==> src/rtl/packet_register.sv <==
// Router datapath register stage: byte staging to the destination FIFOs, running parity and FSM handshake flags.
// Optional payload byte counter and o_Sig_Length_Error enabled by defining PKT_REG_BYTE_COUNT_EN.
module packet_register #(
   parameter int DATA_WIDTH = 8
) (
   input  logic                  clk,
   input  logic                  reset,
   input  logic                  i_Sig_Packet_Valid,
   input  logic [DATA_WIDTH-1:0] i_Input_Data,
   input  logic                  i_Sig_Fifo_Full,
   input  logic                  i_Sig_Address_Detected,
   input  logic                  i_Load_First_Data_State,
   input  logic                  i_Load_Data_State,
   input  logic                  i_Full_State,
   input  logic                  i_Load_After_State,
   input  logic                  i_Reset_Low_Packet_Valid_Reg,
   output logic [DATA_WIDTH-1:0] o_Data_Out,
   output logic                  o_Sig_Parity_Done,
   output logic                  o_Sig_Low_Packet_Valid,
   output logic                  o_Sig_Error
`ifdef PKT_REG_BYTE_COUNT_EN
   ,
   output logic                  o_Sig_Length_Error
`endif
);

   logic [DATA_WIDTH-1:0] r_header, r_hold, r_data_out, r_parity, r_parity_cap;
   logic                  r_hold_payload, r_parity_done, r_done_d, r_low_pv, r_error;
   logic                  w_first, w_data, w_after, w_hdr_cap, w_fold_data, w_fold_after;
   logic                  w_done_set, w_done_rise, w_err_clr, w_unused;

   // FIFO_FULL by itself only holds state, so every register simply keeps its value.
   assign w_unused     = i_Full_State;

   assign w_first      = i_Load_First_Data_State;
   assign w_data       = !w_first & i_Load_Data_State;
   assign w_after      = !w_first & !i_Load_Data_State & i_Load_After_State;
   assign w_hdr_cap    = i_Sig_Address_Detected & i_Sig_Packet_Valid & (i_Input_Data[1:0] != 2'b11);
   assign w_fold_data  = w_data & i_Sig_Packet_Valid & !i_Sig_Fifo_Full;
   // The held byte might be the parity byte, which must stay out of the running parity.
   assign w_fold_after = w_after & r_hold_payload;
   assign w_done_set   = (w_data & !i_Sig_Fifo_Full & !i_Sig_Packet_Valid) |
                         (w_after & r_low_pv & !r_parity_done);
   assign w_done_rise  = r_parity_done & !r_done_d;
   assign w_err_clr    = i_Sig_Address_Detected & i_Sig_Packet_Valid;

   always_ff @(posedge clk) begin
      if (!reset) begin
         r_header       <= '0;
         r_hold         <= '0;
         r_hold_payload <= 1'b0;
         r_data_out     <= '0;
         r_parity       <= '0;
         r_parity_cap   <= '0;
         r_parity_done  <= 1'b0;
         r_done_d       <= 1'b0;
         r_low_pv       <= 1'b0;
         r_error        <= 1'b0;
      end else begin
         if (w_hdr_cap)
            r_header <= i_Input_Data;

         if (w_first)
            r_data_out <= r_header;
         else if (w_data & !i_Sig_Fifo_Full)
            r_data_out <= i_Input_Data;
         else if (w_after)
            r_data_out <= r_hold;

         if (w_data & i_Sig_Fifo_Full) begin
            r_hold         <= i_Input_Data;
            r_hold_payload <= i_Sig_Packet_Valid;
         end

         if (i_Sig_Address_Detected)
            r_parity <= '0;
         else if (w_first)
            r_parity <= r_parity ^ r_header;
         else if (w_fold_data)
            r_parity <= r_parity ^ i_Input_Data;
         else if (w_fold_after)
            r_parity <= r_parity ^ r_hold;

         if (w_data & !i_Sig_Packet_Valid)
            r_parity_cap <= i_Input_Data;

         if (w_done_set)
            r_parity_done <= 1'b1;
         else if (i_Sig_Address_Detected)
            r_parity_done <= 1'b0;
         r_done_d <= r_parity_done;

         if (w_data & !i_Sig_Packet_Valid)
            r_low_pv <= 1'b1;
         else if (i_Reset_Low_Packet_Valid_Reg)
            r_low_pv <= 1'b0;

         if (w_done_rise)
            r_error <= (r_parity != r_parity_cap);
         else if (w_err_clr)
            r_error <= 1'b0;
      end
   end

`ifdef PKT_REG_BYTE_COUNT_EN
   localparam int CW = DATA_WIDTH - 2;
   logic [CW-1:0] r_count;
   logic          r_len_err;

   always_ff @(posedge clk) begin
      if (!reset) begin
         r_count   <= '0;
         r_len_err <= 1'b0;
      end else begin
         if (w_hdr_cap)
            r_count <= '0;
         else if ((w_fold_data | w_fold_after) && (r_count != '1))
            r_count <= r_count + CW'(1);

         if (w_done_rise)
            r_len_err <= (r_count != r_header[DATA_WIDTH-1:2]);
         else if (w_err_clr)
            r_len_err <= 1'b0;
      end
   end

   assign o_Sig_Length_Error = r_len_err;
`endif

   assign o_Data_Out             = r_data_out;
   assign o_Sig_Parity_Done      = r_parity_done;
   assign o_Sig_Low_Packet_Valid = r_low_pv;
   assign o_Sig_Error            = r_error;

endmodule

==> config.mk <==
export PLATFORM = sky130hd
export DESIGN_NAME = packet_register
export DESIGN_NICKNAME = d
export VERILOG_FILES = /design/src/rtl/packet_register.sv
export SDC_FILE = /design/constraint.sdc
export NUM_CORES = 1
export LEC_CHECK = 0
export ABC_CLOCK_PERIOD_IN_PS = 2320
export CAP_MARGIN = 25
export CORE_MARGIN = 4
export CORE_UTILIZATION = 59
export CTS_CLUSTER_SIZE = 10
export DETAILED_ROUTE_END_ITERATION = 10
export GPL_TIMING_DRIVEN = 0
export PLACE_DENSITY = 0.85
export RECOVER_POWER = 25
export SETUP_SLACK_MARGIN = 0.4
export SYNTH_ARGS = -nofsm -noshare
export SYNTH_HDL_FRONTEND = slang
export SYNTH_SLANG_ARGS = --single-unit
==> constraint.sdc <==
create_clock -name clk -period 2.32 [get_ports clk]
set_input_delay 0.58 -clock clk [delete_from_list [all_inputs] [get_ports clk]]
set_output_delay 0.58 -clock clk [all_outputs]
set_load 0.05 [all_outputs]
==> results of run 1 <==
-- layer usage --
layer  GRT usage  vias to the layer above  part of all wire
met2      0.3369                       45              0.50
met5           0                        -                 0
met1      0.2768                      788              0.44
met3     0.04493                        7             0.040
li1            -                      793                 -
met4      0.1106                        0             0.014
-- worst reg2reg max path, delay by kind of cell, from the launching register on --
family                 cells  cell delay (ns)
AO/OA/AOI/OAI              1             0.31
XOR/XNOR                   1             0.16
buffers and inverters      1             0.20
flip-flops                 1             0.31
AND/OR/NAND/NOR            2             0.22
-- repair_timing --
action                                 4_1_cts  5_1_grt
resized for setup                           12        7
pin swaps                                    0        1
setup endpoints to repair                   12       27
cloned                                       0        0
endpoints found under the hold margin        0        0
-- metrics by stage --
step / util / worst slack (ns) / instance area [µm²] / hold slack [ns] / cells
after floorplan: - / 0.7207 / 2208 / 0.4770 / 209
after global placement: 0.7312 / 0.1142 / 2536 / 0.4582 / 282
after detailed placement: 0.7312 / 0.08554 / 2536 / 0.4672 / 282
after CTS: 0.7554 / 0.4034 / 2620 / 0.4824 / 290
after global routing: 0.7615 / 0.2244 / 2641 / 0.5042 / 290
final: 0.7615 / 0.3279 / 2641 / 0.4764 / 290
-- state kept, by name (all words and copies together), names as in the netlist --
register	count
r_done_d	1
o_Sig_Low_Packet_Valid	1
r_header	8
o_Sig_Parity_Done	1
r_parity_cap	8
r_parity	8
r_hold_payload	1
o_Data_Out	8
r_hold	8
o_Sig_Error	1
-- final cells by class --
class                           instances  area [µm²]  area share
Clock inverter                          2       13.76    0.005211
Buffer                                 13       96.34     0.03648
Timing Repair Buffer                   27       261.5     0.09901
Multi-Input combinational cell        150        1225      0.4638
Inverter                                1       3.754    0.001421
Clock buffer                            6       82.58     0.03126
Tap cell                               46       57.56     0.02179
Sequential cell                        45       900.9      0.3411
-- where the power goes --
part | switching [W] | total [W] | internal, W
clock network | 0.000263 | 0.000505 | 0.000242
registers | 0.0000178 | 0.000817 | 0.000799
logic | 0.000134 | 0.000247 | 0.000112
total | 0.000415 | 0.00157 | 0.00115
-- synth_stat cells (all sizes together) --
cell type  number
a2111oi         1
o21bai          7
nor3b           3
o21ai           1
and2b           2
xnor2           8
buf             9
inv             1
nand4           1
and3b           1
nand2b          2
nor4bb          1
a21oi           2
mux2i          29
dfxtp          45
o21a            2
a221oi          8
a21boi          1
clkbuf          4
nand3           1
nand2           2
and2            9
nor3            2
nor2           12
o221a           2
nor2b          33
a31oi           1
nand3b          1
a22o            7
xor2            8
a21o            1
o31a            1
nor4b           1
-- worst max path at each step --
| stage | to | depth (start not counted) | start |
|---|---|---|---|
| CTS | r_hold_payload | 7 | i_Load_First_Data_State |
| global route | r_header[7] | 5 | i_Input_Data[0] |
| global placement | r_parity[5] | 6 | i_Load_First_Data_State |
| finish | r_header[3] | 5 | i_Input_Data[0] |
| floorplan | o_Data_Out[2] | 4 | i_Load_First_Data_State |
| detailed placement | r_parity[6] | 6 | i_Load_First_Data_State |
-- cells by family (layout without fill, tap and decap cells) --
logic type,after synthesis,count (layout),share of synthesized area
buf+inv,14,49,0.04022
mux,29,29,0.1314
flops,45,45,0.4079
simple gates,71,71,0.2068
xor+xnor,16,16,0.06346
compound gates,34,34,0.1501
==> metrics.log, run 1 <==
INFO  metric antennaDiodeCount = 0
INFO  metric syn2layout_area_growth = 19.60%
INFO  metric dr.pass1.iters = 4
INFO  metric hold_class = register to register
INFO  metric first_global_vias = 1643
INFO  metric crit_required = 2.51 ns
INFO  metric cp_slowest_cell = dlygate4sd3_1
INFO  metric fmax = 502.0 MHz
INFO  metric cp_num_buf_inv = 2
INFO  metric syn_avg_cell_area = 10.57 µm²
INFO  metric place.port_buffers = 27
INFO  metric worst_r2r_endpoint = r_parity[1]
INFO  metric final.setup_skew = 0.007129 ns
INFO  metric synth_seq_area_share = 0.4079
INFO  metric syn_nets = 227
INFO  metric routed_length_per_instance = 16.81 µm
INFO  metric yosys_warnings = 0
INFO  metric hold_path_cells = 1
INFO  metric worstReg2RegStart = r_hold_payload
INFO  metric final-setup-viol-count = 0
INFO  metric design.core.area = 3468 µm²
INFO  metric htree_num_levels = 2
INFO  metric dieWidth = 69.18 µm
INFO  metric portion_of_synthesized_cell_area_occupied_by_the_leading_cell_type = 0.4079
INFO  metric clkLatencyLatePin = 0.29 ns
INFO  metric synth_top_cell_by_area = dfxtp_1
INFO  metric rrSetupSlack = 0.99 ns
INFO  metric clk_transition_reported_paths = 0.09 ns
INFO  metric ys_types = 41
INFO  metric fp.dieH = 69.18 µm
INFO  metric maxCapViolCount = 0
INFO  metric most-common-layout-cells = dfxtp_1, nor2b_1, mux2i_1
INFO  metric cp_max_stage_delay = 0.69 ns
INFO  metric via_count = 1633
INFO  metric routabilityCongestion = 0.8418
INFO  metric timing.critical_path.to_type = register
INFO  metric route.detailed.drc = 0
INFO  metric count_of_pins_over_their_slew_limit = 0
INFO  metric headroom_to_the_max_slew_limit = 0.6481
INFO  metric drt_iter0_drc = 87
INFO  metric drive_above_1_share = 0.1352
INFO  metric critPathTopFamily = buffers and inverters
INFO  metric unrepaired_setup_endpoints_after_global_routing = true
INFO  metric cts_max_path_bufs = 2
INFO  metric final_hold_viol_count = 0
INFO  metric layout_min_cycle_time = 1.992 ns
INFO  metric place_hpwl = 3516 µm
INFO  metric worst-path-max-fanout = 7
INFO  metric netlist_instances = 209
INFO  metric die_area = 4786 µm²
INFO  metric cts.root.buffer_cell = clkbuf_8
INFO  metric leakage = 1.104 nW
INFO  metric fillCellCount = 240
INFO  metric min_to = o_Data_Out[0]
INFO  metric holdCritStartpoint = o_Data_Out[0]
INFO  metric ys_seq_elements = 45
INFO  metric design.final.nets = 261
INFO  metric grt_first_pass_wirelength = 8135 µm
INFO  metric crit_arrival = 2.18 ns
INFO  metric tritoncts = yes
INFO  metric num_io_pins = 29
INFO  metric pwr_density_cell = 593.8 nW/µm²
INFO  metric worst_setup_path_start_kind = primary input
INFO  metric globalRoute.totalOverflow = 0
INFO  metric cts_bufs_inserted = 5
INFO  metric critical_path_class = primary input to register
INFO  metric outcome = completed
INFO  metric final_antenna_net_count = 0
INFO  metric grt_max_degree = 15
INFO  metric mappedNetlistArea = 2208 µm²
INFO  metric worst_vdd_rail_ir_drop = 0.0005333 V
INFO  metric cts.sink_count = 45
INFO  metric power = 0.001568 W
INFO  metric worstMarginPinSlew = 0.5278 ns
INFO  metric cts_hold_repair.buffers = 0
INFO  metric layout_worst_path_cycle_share = 0.8587
INFO  metric route.detailed.vias_per_inst = 5.631
INFO  metric layout.cells.most_common = dfxtp_1
INFO  metric cts_setup_buffers = 0
INFO  metric grt_antenna_before_repair = 0
INFO  metric worst_r2r_path_depth = 5
INFO  metric floorplan.rows = 21
INFO  metric postRouteWirelength = 4875 µm
INFO  metric gr-usage-all-layers = 0.2146
INFO  metric main_area_contributors_after_synthesis = dfxtp_1, mux2i_1, nor2b_1, a221oi_2, xnor2_1
INFO  metric start_util = 0.6367
INFO  metric critical_path.cell_chain = dlygate4sd3_1 -> a21o_1 -> clkbuf_1 -> mux2i_1 -> nor2b_1
INFO  metric setup_total_negative_slack = 0 ns
No activity file was read; power rests on OpenSTA's default activity.
==> run 2: changes to the inputs <==
--- a/config.mk
+++ b/config.mk
@@ -7,7 +7,6 @@
 export LEC_CHECK = 0
 export ABC_CLOCK_PERIOD_IN_PS = 2320
 export CAP_MARGIN = 25
-export CORE_MARGIN = 4
 export CORE_UTILIZATION = 59
 export CTS_CLUSTER_SIZE = 10
 export DETAILED_ROUTE_END_ITERATION = 10
@@ -15,6 +14,7 @@
 export PLACE_DENSITY = 0.85
 export RECOVER_POWER = 25
 export SETUP_SLACK_MARGIN = 0.4
+export SLEW_MARGIN = 20
 export SYNTH_ARGS = -nofsm -noshare
 export SYNTH_HDL_FRONTEND = slang
 export SYNTH_SLANG_ARGS = --single-unit
==> run 2 against run 1 <==
Compared with the run above: combinational power about the same; routed wire length up 0.21%; first-iteration DRC count up 15%; core utilization down 0.65 points; via count up 1.2%; fmax up 0.95%; final area down 0.85%; flip-flop and latch count unchanged; final cell count down 0.34%; power down 0.97%; non-clock buffer count unchanged; critical path depth unchanged; critical endpoint unchanged.
==> metrics.log, run 2 (synthesis results as in run 1) <==
INFO  metric outcome = completed
INFO  metric dr.pass1.iters = 4 (unchanged)
INFO  metric layout_worst_path_cycle_share = 0.8506 (-0.008106)
INFO  metric timing.critical_path.to_type = register
INFO  metric most-common-layout-cells = dfxtp_1, nor2b_1, mux2i_1
INFO  metric pwr_density_cell = 593.1 nW/µm² (-0.12%)
INFO  metric hold_class = register to register
INFO  metric postLayoutCoreUtil = 0.7551 (-0.006493)
INFO  metric unrepaired_setup_endpoints_after_global_routing = false
INFO  metric num_io_pins = 29 (unchanged)
INFO  metric fillCellCount = 275 (+15%)
INFO  metric setup_total_negative_slack = 0 ns (unchanged)
INFO  metric drive_above_1_share = 0.1276 (-0.007674)
INFO  metric cts_bufs_inserted = 5 (unchanged)
INFO  metric maxCapViolCount = 0 (unchanged)
INFO  metric fmax = 506.8 MHz (+0.95%)
INFO  metric cts.sink_count = 45 (unchanged)
INFO  metric grt_first_pass_wirelength = 8114 µm (-0.26%)
INFO  metric rrSetupSlack = 1.00 ns (about the same)
INFO  metric cts.root.buffer_cell = clkbuf_8
INFO  metric holdCritStartpoint = o_Data_Out[7]
INFO  metric final-setup-viol-count = 0 (unchanged)
INFO  metric worstMarginPinSlew = 0.5761 ns (+0.04824 ns)
INFO  metric die_area = 3992 µm² (-17%)
INFO  metric worst-path-max-fanout = 7 (unchanged)
INFO  metric antennaDiodeCount = 0 (unchanged)
INFO  metric fp.dieH = 63.18 µm (-8.7%)
INFO  metric tritoncts = yes
INFO  metric power = 0.001553 W (-0.97%)
INFO  metric gr-usage-all-layers = 0.2678 (+0.05314)
INFO  metric cp_slowest_cell = clkdlybuf4s50_1
INFO  metric cp_num_buf_inv = 2 (unchanged)
INFO  metric route.detailed.drc = 0 (unchanged)
INFO  metric headroom_to_the_max_slew_limit = 0.6159 (-0.03216)
INFO  metric crit_required = 2.51 ns (about the same)
INFO  metric min_to = o_Data_Out[7]
INFO  metric leakage = 1.087 nW (-1.6%)
INFO  metric final.setup_skew = 0.004411 ns (-0.002718 ns)
INFO  metric route.detailed.vias_per_inst = 5.720 (+1.6%)
INFO  metric postRouteWirelength = 4885 µm (+0.21%)
INFO  metric place.port_buffers = 27 (unchanged)
INFO  metric grt_max_degree = 14 (-1)
INFO  metric htree_num_levels = 2 (unchanged)
INFO  metric grt_antenna_before_repair = 0 (unchanged)
INFO  metric routabilityCongestion = 0.7746 (-8.0%)
INFO  metric cts_max_path_bufs = 2 (unchanged)
INFO  metric cts_setup_buffers = 0 (unchanged)
INFO  metric place_hpwl = 3509 µm (-0.20%)
INFO  metric critPathTopFamily = buffers and inverters
INFO  metric first_global_vias = 1673 (+1.8%)
INFO  metric worst_setup_path_start_kind = primary input
INFO  metric layout.cell_area.non_filler = 2619 µm² (-0.85%)
INFO  metric layout.cells.most_common = dfxtp_1
INFO  metric count_of_pins_over_their_slew_limit = 0 (unchanged)
INFO  metric final_hold_viol_count = 0 (unchanged)
INFO  metric layout_min_cycle_time = 1.973 ns (-0.01881 ns)
INFO  metric hold_path_cells = 1 (unchanged)
INFO  metric floorplan.rows = 21 (unchanged)
INFO  metric routed_length_per_instance = 16.90 µm (+0.55%)
INFO  metric start_util = 0.6367 (unchanged)
INFO  metric final_antenna_net_count = 0 (unchanged)
INFO  metric placement_cell_area = 2536 µm² (unchanged)
INFO  metric cp_max_stage_delay = 0.61 ns (-0.08 ns)
INFO  metric worst_r2r_path_depth = 5 (unchanged)
INFO  metric syn2layout_area_growth = 18.58%
INFO  metric design.final.nets = 261 (unchanged)
INFO  metric worstReg2RegStart = r_hold_payload
INFO  metric critical_path_class = primary input to register
INFO  metric drt_iter0_drc = 100 (+15%)
INFO  metric dieWidth = 63.18 µm (-8.7%)
INFO  metric worst_vdd_rail_ir_drop = 0.0005023 V (-5.8%)
INFO  metric clkLatencyLatePin = 0.29 ns (about the same)
INFO  metric globalRoute.totalOverflow = 0 (unchanged)
INFO  metric post-route-worst-setup-slack = 0.3467 ns (+0.01881 ns)
INFO  metric design.core.area = 3468 µm² (unchanged)
INFO  metric worst_r2r_endpoint = r_parity[1]
INFO  metric crit_arrival = 2.16 ns (-0.02 ns)
INFO  metric detailedPlace.worstSlack = 0.05351 ns (-0.03203 ns)
INFO  metric critical_path.cell_chain = clkdlybuf4s50_1 -> a21o_1 -> clkbuf_1 -> mux2i_1 -> nor2b_1
INFO  metric clk_transition_reported_paths = 0.08 ns (about the same)
INFO  metric via_count = 1653 (+1.2%)
-- run 2: cell count changes in the layout (fill, tap and decap cells not counted), sizes merged --
| cell | before | now |
|---|---|---|
| buf | 5 | 8 |
| clkinv | 2 | 0 |
| dlygate4sd3 | 2 | 1 |
| clkinvlp | 0 | 1 |
| clkdlybuf4s50 | 12 | 13 |
| clkbuf | 14 | 11 |
| dlygate4sd2 | 11 | 12 |
| dlymetal6s2s | 2 | 1 |
-- run 2: how the worst max path moves through the flow --
stage / slack [ns] / depth (start not counted) / from / to
4_1_cts: 0.40 / 6 / i_Load_First_Data_State / r_parity[5]
3_3_place_gp: 0.12 / 6 / i_Load_First_Data_State / r_parity[5]
5_1_grt: 0.26 / 6 / i_Sig_Packet_Valid / r_header[3]
3_5_place_dp: 0.05 / 5 / i_Load_First_Data_State / o_Data_Out[2]
2_1_floorplan: 0.72 / 4 / i_Load_First_Data_State / o_Data_Out[2]
6_report: 0.35 / 5 / i_Input_Data[1] / r_header[3]
-- run 2: what timing repair did --
item	CTS	global route
setup endpoints to repair	19	15
pin swaps	1	0
gates resized for setup	14	3
hold endpoints to repair	0	0
hold buffers	0	0
-- run 2: stage by stage --
step           cells  hold slack, ns
2_1_floorplan    209          0.4770
3_3_place_gp     282          0.4583
3_5_place_dp     282          0.4717
4_1_cts          289          0.4858
5_1_grt          289          0.4917
6_report         289          0.4817
-- run 2: layout make-up --
type	count	area [µm²]	share of cell area
clock buffer	6	82.58	0.03153
clock inverter	1	7.507	0.002867
multi-input combinational	150	1219	0.4654
inverter	1	3.754	0.001433
tap	46	57.56	0.02198
timing repair buffer	27	257.7	0.09842
sequential	45	900.9	0.3440
buffer	13	90.09	0.03440
-- run 2: metal layers --
metal  wire length (µm)  vias to the layer above  global-route usage
li1                   -                      798                   -
met1               2235                      801              0.3307
met2               2410                       44              0.4718
met3                166                       10             0.05254
met4                 72                        0             0.07102
met5                  0                        -                   0
-- run 2: power by group --
| part | internal [W] | switching [W] | total, W | leakage (nW) |
|---|---|---|---|---|
| combinational | 0.000111 | 0.000135 | 0.000246 | 0.678 |
| clock | 0.000235 | 0.000255 | 0.000491 | 0.0433 |
| sequential | 0.000799 | 0.0000175 | 0.000817 | 0.366 |
==> run 3: changes to the inputs <==
--- a/config.mk
+++ b/config.mk
@@ -11,6 +11,7 @@
 export CTS_CLUSTER_SIZE = 10
 export DETAILED_ROUTE_END_ITERATION = 10
 export GPL_TIMING_DRIVEN = 0
+export MAX_ROUTING_LAYER = met4
 export PLACE_DENSITY = 0.85
 export RECOVER_POWER = 25
 export SETUP_SLACK_MARGIN = 0.4
==> run 3 against run 2 <==
Compared with the run above: power is essentially flat; sequential power is essentially flat; fmax shrank 1.1%; largest power group unchanged; worst hold slack is essentially flat; die area is the same; register-to-register slack is essentially flat; critical endpoint unchanged; global-route usage grew 0.76 points; via count is the same; final area is the same; final cell count is the same; setup slack lost 0.022 ns.
==> metrics.log, run 3 (synthesis results as in run 1) <==
INFO  metric outcome = completed
INFO  metric fmax = 501.2 MHz (-1.1%)
INFO  metric power = 0.001553 W (about the same)
INFO  metric critical_path_class = primary input to register
INFO  metric final.setup_skew = 0.004179 ns (-0.0002314 ns)
INFO  metric htree_num_levels = 2 (unchanged)
INFO  metric worst_r2r_path_depth = 5 (unchanged)
INFO  metric layout_worst_path_cycle_share = 0.8601 (+0.009496)
INFO  metric drt_iter0_drc = 83 (-17%)
INFO  metric layout.cells.most_common = dfxtp_1
INFO  metric clk_transition_reported_paths = 0.08 ns (about the same)
INFO  metric drive_above_1_share = 0.1276 (unchanged)
INFO  metric most-common-layout-cells = dfxtp_1, nor2b_1, mux2i_1
INFO  metric headroom_to_the_max_slew_limit = 0.6100 (-0.005960)
INFO  metric place_hpwl = 3509 µm (unchanged)
INFO  metric final-setup-viol-count = 0 (unchanged)
INFO  metric cts_hold_repair.buffers = 0 (unchanged)
INFO  metric globalRoute.totalOverflow = 0 (unchanged)
INFO  metric cts_max_path_bufs = 2 (unchanged)
INFO  metric route.detailed.drc = 0 (unchanged)
INFO  metric cts_setup_buffers = 0 (unchanged)
INFO  metric worst_setup_path_start_kind = primary input
INFO  metric floorplan.rows = 21 (unchanged)
INFO  metric maxCapViolCount = 0 (unchanged)
INFO  metric clkLatencyLatePin = 0.29 ns (about the same)
INFO  metric routed_length_per_instance = 16.91 µm (about the same)
INFO  metric routabilityCongestion = 0.7852 (+1.4%)
INFO  metric unrepaired_setup_endpoints_after_global_routing = false
INFO  metric grt_first_pass_wirelength = 8121 µm (about the same)
INFO  metric first_global_vias = 1670 (-0.18%)
INFO  metric final_hold_viol_count = 0 (unchanged)
INFO  metric cp-startpoint = i_Input_Data[1]
INFO  metric worst_r2r_endpoint = r_parity[1]
INFO  metric detailedPlace.worstSlack = 0.05351 ns (unchanged)
INFO  metric rrSetupSlack = 1.00 ns (about the same)
INFO  metric pwr_density_cell = 593.2 nW/µm² (about the same)
INFO  metric crit_required = 2.51 ns (about the same)
INFO  metric setup_total_negative_slack = 0 ns (unchanged)
INFO  metric worstMarginPinSlew = 0.5850 ns (+0.008940 ns)
INFO  metric num_io_pins = 29 (unchanged)
INFO  metric cts.root.buffer_cell = clkbuf_8
INFO  metric dp_cells = 282 (unchanged)
INFO  metric leakage = 1.087 nW (unchanged)
INFO  metric cts.sink_count = 45 (unchanged)
INFO  metric route.detailed.vias_per_inst = 5.720 (unchanged)
INFO  metric timing.critical_path.to = r_header[3]
INFO  metric crit_arrival = 2.18 ns (+0.02 ns)
INFO  metric postRouteWirelength = 4887 µm (about the same)
INFO  metric design.final.nets = 261 (unchanged)
INFO  metric fp.dieH = 63.18 µm (unchanged)
INFO  metric dieWidth = 63.18 µm (unchanged)
INFO  metric tritoncts = yes
INFO  metric final_cells = 289 (unchanged)
INFO  metric timing.critical_path.to_type = register
INFO  metric die_area = 3992 µm² (unchanged)
INFO  metric worst_vdd_rail_ir_drop = 0.0005032 V (+0.18%)
INFO  metric place.port_buffers = 27 (unchanged)
INFO  metric worst-path-max-fanout = 7 (unchanged)
INFO  metric worstReg2RegStart = r_hold_payload
INFO  metric hold_class = register to register
INFO  metric cts_bufs_inserted = 5 (unchanged)
INFO  metric syn2layout_area_growth = 18.58% (unchanged)
INFO  metric gr-usage-all-layers = 0.2754 (+0.007617)
INFO  metric grt_antenna_before_repair = 0 (unchanged)
INFO  metric count_of_pins_over_their_slew_limit = 0 (unchanged)
INFO  metric dr.pass1.iters = 4 (unchanged)
INFO  metric final_layout_worst_hold_slack = 0.4815 ns (-0.0001610 ns)
INFO  metric start_util = 0.6367 (unchanged)
INFO  metric post-route-worst-setup-slack = 0.3247 ns (-0.02203 ns)
INFO  metric grt_max_degree = 14 (unchanged)
INFO  metric layout_min_cycle_time = 1.995 ns (+0.02203 ns)
INFO  metric final_antenna_net_count = 0 (unchanged)
INFO  metric antennaDiodeCount = 0 (unchanged)
INFO  metric design.core.area = 3468 µm² (unchanged)
INFO  metric via_count = 1653 (unchanged)
## run 3: how the worst min path moves through the flow
stage | end | slack (ns) | start | cells past startpoint
6_report | o_Data_Out[7] | 0.48 | o_Data_Out[7] | 1
5_1_grt | o_Data_Out[7] | 0.49 | o_Data_Out[7] | 1
4_1_cts | o_Data_Out[7] | 0.49 | o_Data_Out[7] | 1
3_5_place_dp | o_Data_Out[7] | 0.47 | o_Data_Out[7] | 1
3_3_place_gp | o_Data_Out[2] | 0.46 | o_Data_Out[2] | 1
2_1_floorplan | r_header[2] | 0.48 | r_header[2] | 2
## run 3: worst max-delay path: stages
cell	delay, ns
clkdlybuf4s50_1	0.62
a21o_1	0.16
clkbuf_1	0.46
mux2i_1	0.29
nor2b_1	0.07
## run 3: cell type report
class                   count  area (µm²)
well taps                  46       57.56
repair buffers             27       257.7
fillers                   275       849.6
flip-flops and latches     45       900.9
multi-input cells         150        1219
clock inverters             1       7.507
clock buffers               6       82.58
plain buffers              13       90.09
inverters                   1       3.754
## run 3: per-stage QoR
stage	utilization	cell area, µm²
after CTS	0.7543	2616
after global placement	0.7312	2536
after detailed placement	0.7312	2536
after floorplan	-	2208
final	0.7551	2619
after global routing	0.7551	2619
## run 3: where the power goes
group	switching (W)	leakage (nW)	total, W	internal [W]
logic	0.000135	0.678	0.000246	0.000111
registers	0.0000175	0.366	0.000817	0.000799
clock network	0.000255	0.0433	0.000491	0.000235
## run 3: routing by layer
metal | wire [µm] | track usage | vias to the layer above
met3 | 191 | 0.05254 | 12
met5 | 0 | - | -
met2 | 2402 | 0.4704 | 52
li1 | - | - | 798
met4 | 91 | 0.07102 | 0
met1 | 2203 | 0.3318 | 791
## run 3: what timing repair did
action	4_1_cts	5_1_grt
endpoints found under the setup margin	19	15
pin swaps	1	0
gates resized for setup	14	3
cloned	0	0
